### src/rtl/dmem_access_ctrl.sv
// dmem_access_ctrl: MEM-stage load/store sequencer for an sram-like data bus.
// It checks alignment, sizes and replicates store data, extends load data and
// raises stall_req while a transfer is outstanding.
// Optional feature macro: DSRAM_ADDR_MAP_EN maps kseg0/kseg1 addresses to
// physical addresses with KSEG_MASK. Without the macro the address is unchanged.
module dmem_access_ctrl #(
    parameter logic [31:0] KSEG_MASK = 32'h1FFF_FFFF
) (
    input  logic        clk,
    input  logic        resetn,
    input  logic        mem_en,
    input  logic [5:0]  op,
    input  logic [31:0] pc,
    input  logic [31:0] addr,
    input  logic [31:0] wdata_in,
    input  logic        flush,
    input  logic        pipe_adv,
    output logic        adelM,
    output logic        adesM,
    output logic [31:0] bad_addr,
    output logic        stall_req,
    output logic [31:0] rdata_out,
    output logic        data_req,
    output logic        data_wr,
    output logic [1:0]  data_size,
    output logic [31:0] data_addr,
    output logic [31:0] data_wdata,
    input  logic        data_addr_ok,
    input  logic        data_data_ok,
    input  logic [31:0] data_rdata
);

    localparam logic [5:0] EXE_LB  = 6'b100000;
    localparam logic [5:0] EXE_LH  = 6'b100001;
    localparam logic [5:0] EXE_LW  = 6'b100011;
    localparam logic [5:0] EXE_LBU = 6'b100100;
    localparam logic [5:0] EXE_LHU = 6'b100101;
    localparam logic [5:0] EXE_SB  = 6'b101000;
    localparam logic [5:0] EXE_SH  = 6'b101001;
    localparam logic [5:0] EXE_SW  = 6'b101011;

    typedef enum logic [1:0] {S_IDLE, S_REQ, S_WAIT, S_DONE} state_t;

    state_t      state_q, state_d;
    logic        cancel_q, cancel_d;
    logic        req_q, req_d;
    logic [5:0]  op_q, op_d;
    logic [31:0] addr_q, addr_d;
    logic [31:0] wdata_q, wdata_d;
    logic [31:0] rdata_q, rdata_d;
    logic        known_op;
    logic        addr_err;
    logic        start;

    // Byte/half selection by address, followed by sign or zero extension.
    function automatic logic [31:0] ext_load(input logic [5:0] o, input logic [1:0] a,
                                             input logic [31:0] rd);
        logic [7:0]  b;
        logic [15:0] h;
        b = rd[8*a +: 8];
        h = a[1] ? rd[31:16] : rd[15:0];
        case (o)
            EXE_LB:  ext_load = {{24{b[7]}}, b};
            EXE_LBU: ext_load = {24'h0, b};
            EXE_LH:  ext_load = {{16{h[15]}}, h};
            EXE_LHU: ext_load = {16'h0, h};
            default: ext_load = rd;
        endcase
    endfunction

    // Decode the MEM-stage opcode, alignment errors and the issue condition.
    always_comb begin
        known_op = (op == EXE_LB) || (op == EXE_LBU) || (op == EXE_LH) || (op == EXE_LHU) ||
                   (op == EXE_LW) || (op == EXE_SB)  || (op == EXE_SH) || (op == EXE_SW);
        adelM    = mem_en && ((((op == EXE_LH) || (op == EXE_LHU)) && addr[0]) ||
                              ((op == EXE_LW) && (addr[1:0] != 2'b00)));
        adesM    = mem_en && (((op == EXE_SH) && addr[0]) ||
                              ((op == EXE_SW) && (addr[1:0] != 2'b00)));
        addr_err = adelM || adesM;
        bad_addr = addr_err ? addr : pc;
        start    = (state_q == S_IDLE) && mem_en && known_op && !addr_err && !flush;
        stall_req = start || (state_q == S_REQ) || (state_q == S_WAIT);
    end

    // Next-state logic for the transfer sequencer and its latched operands.
    always_comb begin
        state_d  = state_q;
        cancel_d = cancel_q;
        req_d    = req_q;
        op_d     = op_q;
        addr_d   = addr_q;
        wdata_d  = wdata_q;
        rdata_d  = rdata_q;
        case (state_q)
            S_IDLE: begin
                cancel_d = 1'b0;
                if (start) begin
                    op_d    = op;
                    addr_d  = addr;
                    wdata_d = wdata_in;
                    req_d   = 1'b1;
                    state_d = S_REQ;
                end
            end
            S_REQ: begin
                // The request stays up even when flushed; only the result is dropped.
                if (flush) cancel_d = 1'b1;
                if (data_addr_ok) begin
                    req_d   = 1'b0;
                    state_d = S_WAIT;
                end
            end
            S_WAIT: begin
                if (flush) cancel_d = 1'b1;
                if (data_data_ok) begin
                    if (cancel_q || flush) begin
                        cancel_d = 1'b0;
                        state_d  = S_IDLE;
                    end else begin
                        if (op_q[3] == 1'b0) rdata_d = ext_load(op_q, addr_q[1:0], data_rdata);
                        state_d = S_DONE;
                    end
                end
            end
            default: begin
                if (pipe_adv || flush) begin
                    cancel_d = 1'b0;
                    state_d  = S_IDLE;
                end
            end
        endcase
    end

    // State and operand registers.
    always_ff @(posedge clk or negedge resetn) begin
        if (!resetn) begin
            state_q  <= S_IDLE;
            cancel_q <= 1'b0;
            req_q    <= 1'b0;
            op_q     <= 6'h0;
            addr_q   <= 32'h0;
            wdata_q  <= 32'h0;
            rdata_q  <= 32'h0;
        end else begin
            state_q  <= state_d;
            cancel_q <= cancel_d;
            req_q    <= req_d;
            op_q     <= op_d;
            addr_q   <= addr_d;
            wdata_q  <= wdata_d;
            rdata_q  <= rdata_d;
        end
    end

    // Bus-side views of the latched operation.
    always_comb begin
        data_req  = req_q;
        rdata_out = rdata_q;
        data_wr   = op_q[3];
        case (op_q[1:0])
            2'b00:   data_size = 2'd0;
            2'b01:   data_size = 2'd1;
            default: data_size = 2'd2;
        endcase
        case (op_q[1:0])
            2'b00:   data_wdata = {4{wdata_q[7:0]}};
            2'b01:   data_wdata = {2{wdata_q[15:0]}};
            default: data_wdata = wdata_q;
        endcase
`ifdef DSRAM_ADDR_MAP_EN
        data_addr = (addr_q[31:30] == 2'b10) ? (addr_q & KSEG_MASK) : addr_q;
`else
        data_addr = addr_q;
`endif
    end

`ifndef DSRAM_ADDR_MAP_EN
    wire unused_kseg = ^KSEG_MASK;
`endif

endmodule

### config.mk
export PLATFORM = sky130hd
export DESIGN_NAME = dmem_access_ctrl
export DESIGN_NICKNAME = d
export VERILOG_FILES = /design/src/rtl/dmem_access_ctrl.sv
export SDC_FILE = /design/constraint.sdc
export NUM_CORES = 1
export LEC_CHECK = 0
export BUFFER_PORTS_ARGS = -buffer_cell sky130_fd_sc_hd__buf_2
export CORE_UTILIZATION = 30
export CTS_CLUSTER_SIZE = 10
export DETAILED_ROUTE_END_ITERATION = 8
export REMOVE_ABC_BUFFERS = 1
export SYNTH_ARGS = -nofsm -noshare
export SYNTH_HDL_FRONTEND = slang
export SYNTH_SLANG_ARGS = --single-unit
### constraint.sdc
create_clock -name clk -period 2 [get_ports clk]
set_input_delay 0.3 -clock clk [delete_from_list [all_inputs] [get_ports clk]]
set_output_delay 0.3 -clock clk [all_outputs]
set_load 0.02 [all_outputs]
# == After elaboration in Yosys (flattened, before gate mapping) ==
# Index checks and enable logic that the tools add are counted.
# classes
eq_ne,18
n_shift,1
n_mux,19
bitwise,2
n_reduce_logical,36
# op_table
cell,n
$pmux W32 S4,1
$eq A6 B6 Y1 const B,12
$pmux W32 S2,1
$mux W32,1
$shiftx A32 B6 Y8,1
$mux W16,1
$logic_or A1 B1 Y1,15
$logic_and A1 B1 Y1,10
$mux W2,5
$reduce_and A4 Y1,2
$mux W1,6
$ne A2 B2 Y1 const B,3
$pmux W2 S3,1
$eq A2 B1 Y1 const B,2
$logic_not A2 Y1,2
$pmux W2 S2,1
$reduce_bool A2 Y1,2
$reduce_bool A4 Y1,1
$pmux W1 S3,1
$reduce_and A3 Y1,1
$eq A2 B2 Y1 const B,1
$logic_not A1 Y1,2
$not A1 Y1,2
$pmux W1 S2,1
$reduce_and A2 Y1,1
# totals
regBits,106
output_inout_bits,135

# == Depth between registers and ports, before layout ==
# Gate-level depths: netlist of the first run.
# logic_depth
ltp_word,13
depth_mapped,8
mapped_depth_nobuf,7

# == Worst setup path before layout of the first run ==
# Ideal clock, no wire load.
# synth_path
path_type,register to output
start,register state_q[0]
end,output stall_req
arrival_ps,1589
required_time_ps,1700
path_slack_ps,111
path_stages_with_launch,8
n_path_buf,2
path_cell_list,dfrtp_1 inv_1 ha_1 nor3b_1 nand3_1 buf_2 buf_2 nand2_1
# synth_between
elab_chain_cells,7
word_cells_on_any_way,9
classes_between,2 x eq/ne; 7 x reduce/logical
# synth_rtl
element,line_no,text
start: declaration,44,"state_t state_q, state_d;"
start signal: assignment,145,state_q <= state_d;
$logic_not A2 Y1,81,start = (state_q == S_IDLE) && mem_en && known_op && !addr_err && !flush;
$logic_and A1 B1 Y1 (4 in series),81,
$logic_or A1 B1 Y1,82,stall_req = start || (state_q == S_REQ) || (state_q == S_WAIT);
$logic_or A1 B1 Y1 *,82,
end: declaration,21,"output logic stall_req,"
# Mark *: on every way between the ends. The rest lies on a longest branch, timed or not.

# == Worst setup path in the final report of the first run ==
# layout_path
start,input addr[0]
end,output bad_addr[3]
# layout_between
elab_chain_cells,6
word_cells_on_any_way,11
classes_between,1 x mux; 10 x reduce/logical
# layout_rtl
element,line_no,text
start: declaration,14,"input logic [31:0] addr,"
$reduce_bool A2 Y1,"76, 78",
$logic_and A1 B1 Y1 (on tied branches),"76, 78",
$logic_or A1 B1 Y1 (on tied branches),"75, 77",
$logic_and A1 B1 Y1 (on tied branches),"75, 77",
$logic_or A1 B1 Y1 *,79,addr_err = adelM || adesM;
$mux W32 *,80,bad_addr = addr_err ? addr : pc;
end: declaration,20,"output logic [31:0] bad_addr,"
# Marked as above.

==> reports/metrics.yaml, run 1 <==
outcome:
  status: "finished, final reports clean"
timing:
  setup_tns_ps: 0
  setup_viol: 0
  min_period_over_period_pct: 99.2
  rsz0062_at_grt: "yes"
  worst_slew_pin_slew_ps: 561
  max_freq_ghz: 0.504
  max_slew_margin_pct: 62.5
  hold_viol: 0
  clock-skew-final_ps: 10.8
  finalCriticalPeriod_ps: 1980
  drv_slew: 0
  timing.hold.ws_ps: 172
place:
  gp_congestion: 0.815
  place_area_sq_um: 7240
  port-buffer-count: 275
  dp_hpwl_microns: 12600
floorplan:
  rows: 49
  die-height_microns: 137
  fp.coreArea_sq_um: 18000
  ios: 276
  dieArea_sq_um: 18900
  initial_utilization_pct: 30.6
  die_w_microns: 137
global_routing:
  grt_pass1_vias: 4719
  grt_antenna_before_repair: 2
  grt_max_degree: 38
  grt_overflow: 0
  grt_use_total_pct: 17.8
  grt_first_pass_wirelength_microns: 25600
yosys:
  synth_cells: 494
  synthArstFlopShare_pct: 100
  synth_edf_count: 0
  synthDistinctLibCells: 40
  syn_area_per_cell_sq_um: 11.1
  synthTopCellsByCount: "mux2_2 (115), dfrtp_1 (106), nand2_1 (50), nor2_1 (44), a21oi_1 (32)"
  yosysWarnings: 0
  synth-seq-area-share_pct: 48.2
  netlist_area_sq_um: 5500
  synth_top_cell_by_area: "dfrtp_1"
  synth.area.top_cells: "dfrtp_1 (48%), mux2_2 (24%), nand2_1 (3.4%)"
  synth_top_area_share_pct: 48.2
  synth_top_flop_cell: "dfrtp_1"
  synth_most_common_cell: "mux2_2"
  yosys_register_bits: 106
cts:
  clk_pin_slew_ps: 80
  numCtsBuffers: 9
  cts_sinks: 106
  cts_tree: "built"
  clock_latency_ps: 360
  htree_levels: 3
  cts-root-to-sink-buffers: 2
  cts_root_buf: "clkbuf_16"
hold_path:
  hp-class: "in2reg"
power:
  p_per_area_nw_per_um2: 1420
  pwr-share-seq_pct: 32.0
  clkPwrFrac_pct: 16.5
  netSwitchingFraction_pct: 42.2
  power_uw: 11300
  p_sw_uw: 4790
  peakVddDrop_mv: 0.745
  power_frac_comb_pct: 51.4
  p_leak_uw: 0.00405
  internal_power_uw: 6550
critical_path:
  path_max_fanout: 8
  critPathLaunchType: "input pin"
  worstSetupPathType: "in2out"
  crit_path_end_kind: "primary output"
  critPathRequiredTime_ps: 1700
  worst_ep_arrival_time_ps: 1680
layout:
  drive_gt1_share_pct: 59.0
  multi_input_area_sq_um: 2650
  design_area_sq_um: 7960
  seq_area_sq_um: 2650
  n_fill_cell: 1720
  fin_util_pct: 44.3
  area_growth_pct: 44.6
  num-nets-final: 923
route:
  drt-total-wl_microns: 17300
  vias: 4915
  avgRoutedWirePerCell_microns: 17.1
  ant_nets: 0
  vias_per_cell: 4.85
  drt_first_pass_iters: 5
  drcViolationCount: 0
  drtIter0Drc: 147
flow_run:
  drv_cap: 0
## metrics by stage
step,std cells,setup slack (ps)
final,1013,16.3
after CTS,1007,-41.8
after global routing,1012,-34.7
after detailed placement,987,-18.4
after floorplan,451,-1710
after global placement,987,-20.9
## power groups by stage
stage,clock network (uW),logic (uW),registers (uW)
after CTS,1940,5710,3630
final,1880,5830,3630
after floorplan,0,2550,4550
after detailed placement,0,5650,3660
after global placement,0,5610,3630
after global routing,2030,6330,3780
## logic make-up after synthesis
logic type	count (synthesis)	synth area share, %
muxes	130	27.0
and+or+nand+nor	127	10.4
DFF	106	48.2
AOI/OAI and AO/OA	80	8.75
buffers and inverters	47	4.75
adders and majority gates	4	0.909
## flip-flops by register name, summed over array words and instances (netlist names)
name / cells
state_q: 2
rdata_out: 32
wdata_q: 32
data_req: 1
op_q: 6
cancel_q: 1
data_addr: 32
## worst paths after layout
check	from	end	slack [ps]	cells past startpoint
worst min register to register	rdata_out[6]	rdata_out[6]	480	2
max in group asynchronous	resetn	data_addr[24]	970	3
worst max-delay path	addr[0]	bad_addr[3]	20	8
worst min-delay path	wdata_in[17]	wdata_q[17]	170	2
worst max register to register	state_q[0]	wdata_q[25]	130	8
min in group asynchronous	resetn	rdata_out[0]	450	2
## worst max-delay path: stages
cell and delay (ps):
buf_4 130, a21o_1 160, nand2_2 80, or2_1 120, nand2b_4 220, clkbuf_16 190, mux2_2 340, buf_6 130
## cell usage in the layout (no fill, tap or decap), types with 3 or more instances in the layout
master and instances:
a21oi_1 32, a31oi_1 10, a32oi_1 7, buf_12 6, buf_2 237, buf_4 34
buf_6 35, clkbuf_16 11, dfrtp_1 106, ha_1 3, inv_1 3, inv_6 3
mux2_2 113, mux2_4 3, mux2i_1 11, mux4_2 3, nand2_1 48, nand4_1 5
nor2_1 43, nor2b_1 5, nor3_1 7, o21ai_0 17, o221ai_1 4
## layer usage
metal | up-vias | global-route usage [%] | wire, microns
li1 | 2330 | - | -
met1 | 2360 | 24.0 | 7610
met2 | 207 | 28.3 | 8300
met3 | 16 | 5.26 | 1260
met4 | 2 | 3.54 | 119
met5 | - | 0 | 13
## final cells by class
class | count | share of cell area, %
sequential | 106 | 33.3
timing repair buffer | 316 | 25.7
inverter | 4 | 0.189
clock inverter | 6 | 0.880
multi-input combinational | 341 | 33.3
clock buffer | 10 | 3.00
tap | 229 | 3.60
antenna | 1 | 0.0314
## repair_timing
item | in CTS | in global routing
endpoints found under the hold margin | 32 | 0
resized for setup | 9 | 80
buffers inserted | 2 | 3
gates cloned | 1 | 2
hold buffers | 1 | 0
pin swaps | 1 | 1
setup endpoints to repair | 45 | 54
(Power assumes the default switching activity.)
==> inputs of run 2 (changes only) <==
- CORE_ASPECT_RATIO: default -> 0.9
- CTS_BUF_LIST: default -> sky130_fd_sc_hd__clkbuf_8
- PLACE_DENSITY: default -> 0.58
==> run 2 against run 1 <==
Register-to-register slack about the same. Die area about the same. Worst hold slack worse by 43 ps. Final area decreased by 1.9%. Clock-buffer cell count fell by 1. Fmax is 1.6% higher. Clock skew grew 2.7 ps. Clock power decreased by 29%. Critical path depth decreased by 1. Highest routed layer unchanged. Core utilization shrank 0.38 points.
==> reports/metrics.yaml, run 2 (synthesis gave the netlist of run 1 again) <==
route:
  avgRoutedWirePerCell_microns: 17.0
  drcViolationCount: 0
  drt-total-wl_microns: 17500
  vias_per_cell: 4.75
  vias: 4894
  drtIter0Drc: 124
  drt_first_pass_iters: 4
  ant_nets: 0
timing:
  max_slew_margin_pct: 64.6
  worst_slew_pin_slew_ps: 530
  min_period_over_period_pct: 97.7
  setup_tns_ps: 0
  rsz0062_at_grt: "yes"
  finalCriticalPeriod_ps: 1950
  hold_viol: 0
  setup_viol: 0
  drv_slew: 0
  clock-skew-final_ps: 13.5
  max_freq_ghz: 0.512
layout:
  n_fill_cell: 1727
  final_cell_mix: "buf_2 (254), mux2_2 (107), dfrtp_1 (104), nand2_1 (48), nor2_1 (43)"
  stdcell_count: 1031
  num-nets-final: 929
  design_area_sq_um: 7810
  drive_gt1_share_pct: 59.7
  area_growth_pct: 42.0
  fin_util_pct: 43.9
  final_common_cell: "buf_2"
floorplan:
  die_w_microns: 145
  ios: 276
  fp.coreArea_sq_um: 17800
  dieArea_sq_um: 18900
  die-height_microns: 131
  rows: 46
  initial_utilization_pct: 30.9
power:
  p_per_area_nw_per_um2: 1400
  peakVddDrop_mv: 0.746
  p_leak_uw: 0.00400
cts:
  htree_levels: 3
  cts_sinks: 106
  cts-root-to-sink-buffers: 2
  cts_tree: "built"
  numCtsBuffers: 9
  clock_latency_ps: 390
  clk_pin_slew_ps: 120
  cts_root_buf: "clkbuf_8"
outcome:
  status: "finished, final reports clean"
critical_path:
  critical_path.startpoint: "state_q[0]"
  critPathLaunchType: "flip-flop"
  cp_cell_sequence: "inv_2, ha_4, nor3b_4, buf_4, nand3_4, nand2_2, buf_6"
  crit_path_end_kind: "primary output"
  rrSetupSlack_ps: 120
  reg2reg_depth: 8
  r2r_end: "wdata_q[21]"
  critPathSlowestCell: "dfrtp_1"
  critPathRequiredTime_ps: 1700
  worst_ep_arrival_time_ps: 1650
  worst_path_largest_cell_delay_ps: 410
  worstSetupPathType: "reg2out"
  r2r-start: "state_q[0]"
  path_max_fanout: 6
global_routing:
  grt_max_degree: 47
  grt_first_pass_wirelength_microns: 25000
  grt_pass1_vias: 4623
  grt_overflow: 0
  grt_use_total_pct: 17.6
  grt_antenna_before_repair: 2
hold_path:
  hp-class: "in2reg"
  min_delay_path_depth: 2
  hp-start: "wdata_in[19]"
  hold_end: "wdata_q[19]"
place:
  dp_cells: 1000
  gp_congestion: 0.781
  dp_hpwl_microns: 12600
  port-buffer-count: 275
  place_area_sq_um: 7300
flow_run:
  drv_cap: 0
run 2: timing repair:
| item | CTS | global route |
|---|---|---|
| hold buffers | 1 | 0 |
| endpoints found under the setup margin | 55 | 38 |
| buffers inserted | 4 | 6 |
| hold endpoints to repair | 22 | 0 |
| pin swaps | 1 | 3 |
| gates resized for setup | 19 | 41 |
| cloned | 0 | 3 |
run 2: worst max path at each step:
stage	endpoint	slack, ps	cells past startpoint
global placement	bad_addr[13]	0.6	8
CTS	stall_req	-60	7
global route	stall_req	-70	7
detailed placement	bad_addr[26]	-30	8
floorplan	stall_req	-1710	5
finish	stall_req	50	7
run 2: through the flow:
step | power (uW) | setup WS (ps) | hold slack (ps)
floorplan | 7090 | -1710 | 4.41
global placement | 9300 | 0.642 | 252
detailed placement | 9340 | -33.0 | 255
CTS | 10900 | -55.5 | 101
global route | 11800 | -68.1 | 103
finish | 11000 | 46.9 | 129
run 2: critical path, delay by kind of cell (launching register included):
kind	cells	cell delay [ps]
and+or+nand+nor	3	340
DFF	1	410
buffers and inverters	3	360
adders and majority gates	1	150
run 2: layout make-up:
| class | count | area (sq um) | area share (%) |
|---|---|---|---|
| clock buffers | 9 | 124 | 1.59 |
| repair buffers | 322 | 1970 | 25.2 |
| multi-input cells | 341 | 2690 | 34.4 |
| well taps | 240 | 300 | 3.84 |
| flip-flops and latches | 106 | 2660 | 34.0 |
| diodes | 2 | 5.00 | 0.0641 |
| inverters | 4 | 15.0 | 0.192 |
| clock inverters | 7 | 58.8 | 0.753 |
run 2: report_power, final:
group / switching [uW] / internal (uW) / total (uW)
clock: 851 / 479 / 1330
combinational: 3400 / 2580 / 5970
sequential: 602 / 3070 / 3670
run 2: per-layer routing:
layer	routed length, microns	global-route usage [%]	vias to the layer above
met5	17	0	-
met4	127	3.84	2
met3	1040	4.88	13
met2	8550	29.7	183
met1	7800	22.4	2362
li1	-	-	2334
==> inputs of run 3 (changes only) <==
- CORE_UTILIZATION: 30 -> 43
- PLACE_DENSITY: 0.58 -> 0.78
- SETUP_SLACK_MARGIN: default -> 0.5
- SLEW_MARGIN: default -> 10
==> run 3 against run 2 <==
Sequential power rose by 5.7%. Largest power group unchanged. Critical endpoint is now data_wdata[14]. Fmax is 5.1% lower. Largest cell class unchanged. The run now ends with negative setup slack left. Clock power increased by 6%.
==> reports/metrics.yaml, run 3 (synthesis gave the netlist of run 1 again) <==
route:
  drt_first_pass_iters: 7
  avgRoutedWirePerCell_microns: 24.8
  drcViolationCount: 0
  drtIter0Drc: 494
  ant_nets: 0
  vias: 5847
  drt-total-wl_microns: 24900
  vias_per_cell: 5.81
outcome:
  violations: "negative setup slack"
  status: "complete, but fails checks"
critical_path:
  critPathLaunchType: "flip-flop"
  rrSetupSlack_ps: -10
  worstSetupPathType: "reg2out"
  crit_path_end_kind: "primary output"
  critical_path.startpoint: "op_q[1]"
  path_max_fanout: 8
  critPathRequiredTime_ps: 1700
  worst_path_largest_cell_delay_ps: 430
  r2r-start: "state_q[0]"
  cp_cell_sequence: "buf_12, nor2_4, buf_8, mux2_4, buf_6"
  critPathSlowestCell: "dfrtp_1"
  worst_ep_arrival_time_ps: 1760
power:
  p_leak_uw: 0.00483
  peakVddDrop_mv: 1.10
  p_per_area_nw_per_um2: 1460
cts:
  htree_levels: 3
  clk_pin_slew_ps: 100
  numCtsBuffers: 9
  cts-root-to-sink-buffers: 2
  cts_tree: "built"
  clock_latency_ps: 390
  cts_root_buf: "clkbuf_8"
  cts_sinks: 106
floorplan:
  die_w_microns: 121
  ios: 276
  rows: 38
  die-height_microns: 109
  fp.coreArea_sq_um: 12300
  initial_utilization_pct: 44.9
  dieArea_sq_um: 13300
timing:
  max_slew_margin_pct: 57.7
  max_freq_ghz: 0.486
  rsz0062_at_grt: "yes"
  finalCriticalPeriod_ps: 2060
  hold_viol: 0
  timing.hold.ws_ps: 138
  setup_viol: 29
  min_period_over_period_pct: 103
  setup_ws_ps: -58.0
  clock-skew-final_ps: 12.0
  drv_slew: 0
  worst_slew_pin_slew_ps: 633
global_routing:
  grt_use_total_pct: 31.9
  grt_max_degree: 40
  grt_pass1_vias: 5745
  grt_first_pass_wirelength_microns: 31400
  grt_antenna_before_repair: 9
  grt_overflow: 0
hold_path:
  hp-start: "wdata_in[9]"
  hp-class: "in2reg"
layout:
  num-nets-final: 974
  final_common_cell: "buf_2"
  fin_util_pct: 76.2
  area_growth_pct: 69.9
  drive_gt1_share_pct: 67.5
  final_cell_mix: "buf_2 (214), dfrtp_1 (105), mux2_4 (74), buf_6 (64), buf_4 (52)"
  n_fill_cell: 730
place:
  port-buffer-count: 275
  gp_congestion: 0.893
  dp_hpwl_microns: 13400
flow_run:
  drv_cap: 0
[run 3: path summary, 6_finish.rpt]
kind                             endpoint  cells past startpoint
min reg2reg                  rdata_out[1]                      2
min                            wdata_q[9]                      2
max in group asynchronous    data_addr[4]                      3
max reg2reg                    state_q[0]                     10
max                        data_wdata[14]                      5
min in group asynchronous   rdata_out[27]                      2
[run 3: worst max-delay path, delay by kind of cell, from the launching register on]
kind,cells,cell delay [ps]
muxes,1,340
and+or+nand+nor,1,110
buffers and inverters,3,470
DFF,1,430
[run 3: where the power goes]
| group | internal [uW] | switching (uW) | leakage, uW | total [uW] |
|---|---|---|---|---|
| clock network | 644 | 767 | 0.000112 | 1410 |
| registers | 3070 | 806 | 0.00133 | 3880 |
| logic | 4030 | 4340 | 0.00340 | 8360 |
| total | 7740 | 5910 | 0.00483 | 13700 |
[run 3: area by class of cell]
type	count	area (sq um)	share of cell area [%]
Antenna cell	12	30.0	0.321
Inverter	4	15.0	0.161
Sequential cell	106	2650	28.4
Tap cell	160	200	2.14
Clock buffer	11	151	1.62
Timing Repair Buffer	366	3010	32.2
Multi-Input combinational cell	342	3240	34.6
Clock inverter	5	55.1	0.589
[run 3: per-stage QoR]
stage | setup WS, ps | TNS, ps | area [sq um] | instances | total power [uW]
finish | -58.0 | -640 | 9350 | 1006 | 13700
global route | -82.1 | -1490 | 9350 | 1004 | 14200
CTS | 36.2 | 0 | 8580 | 977 | 12300
detailed placement | -23.0 | -237 | 7150 | 915 | 9240
global placement | 9.84 | 0 | 7150 | 915 | 9050
floorplan | -1710 | -147830 | 5260 | 451 | 7090
[run 3: metal layers]
metal	vias to the layer above	GRT usage (%)	part of all wire [%]	routed length [microns]
li1	2446	-	-	-
met4	0	14.3	5.3	1330
met1	2897	36.0	35	8830
met5	-	0	0	0
met3	106	8.56	8.6	2140
met2	398	56.7	51	12600
[run 3: repair_timing]
action,in CTS,in global routing
pin swaps,22,7
buffers inserted,27,13
endpoints found under the setup margin,167,168
hold buffers,1,0
cloned,18,4
gates resized for setup,175,148
hold endpoints to repair,35,0
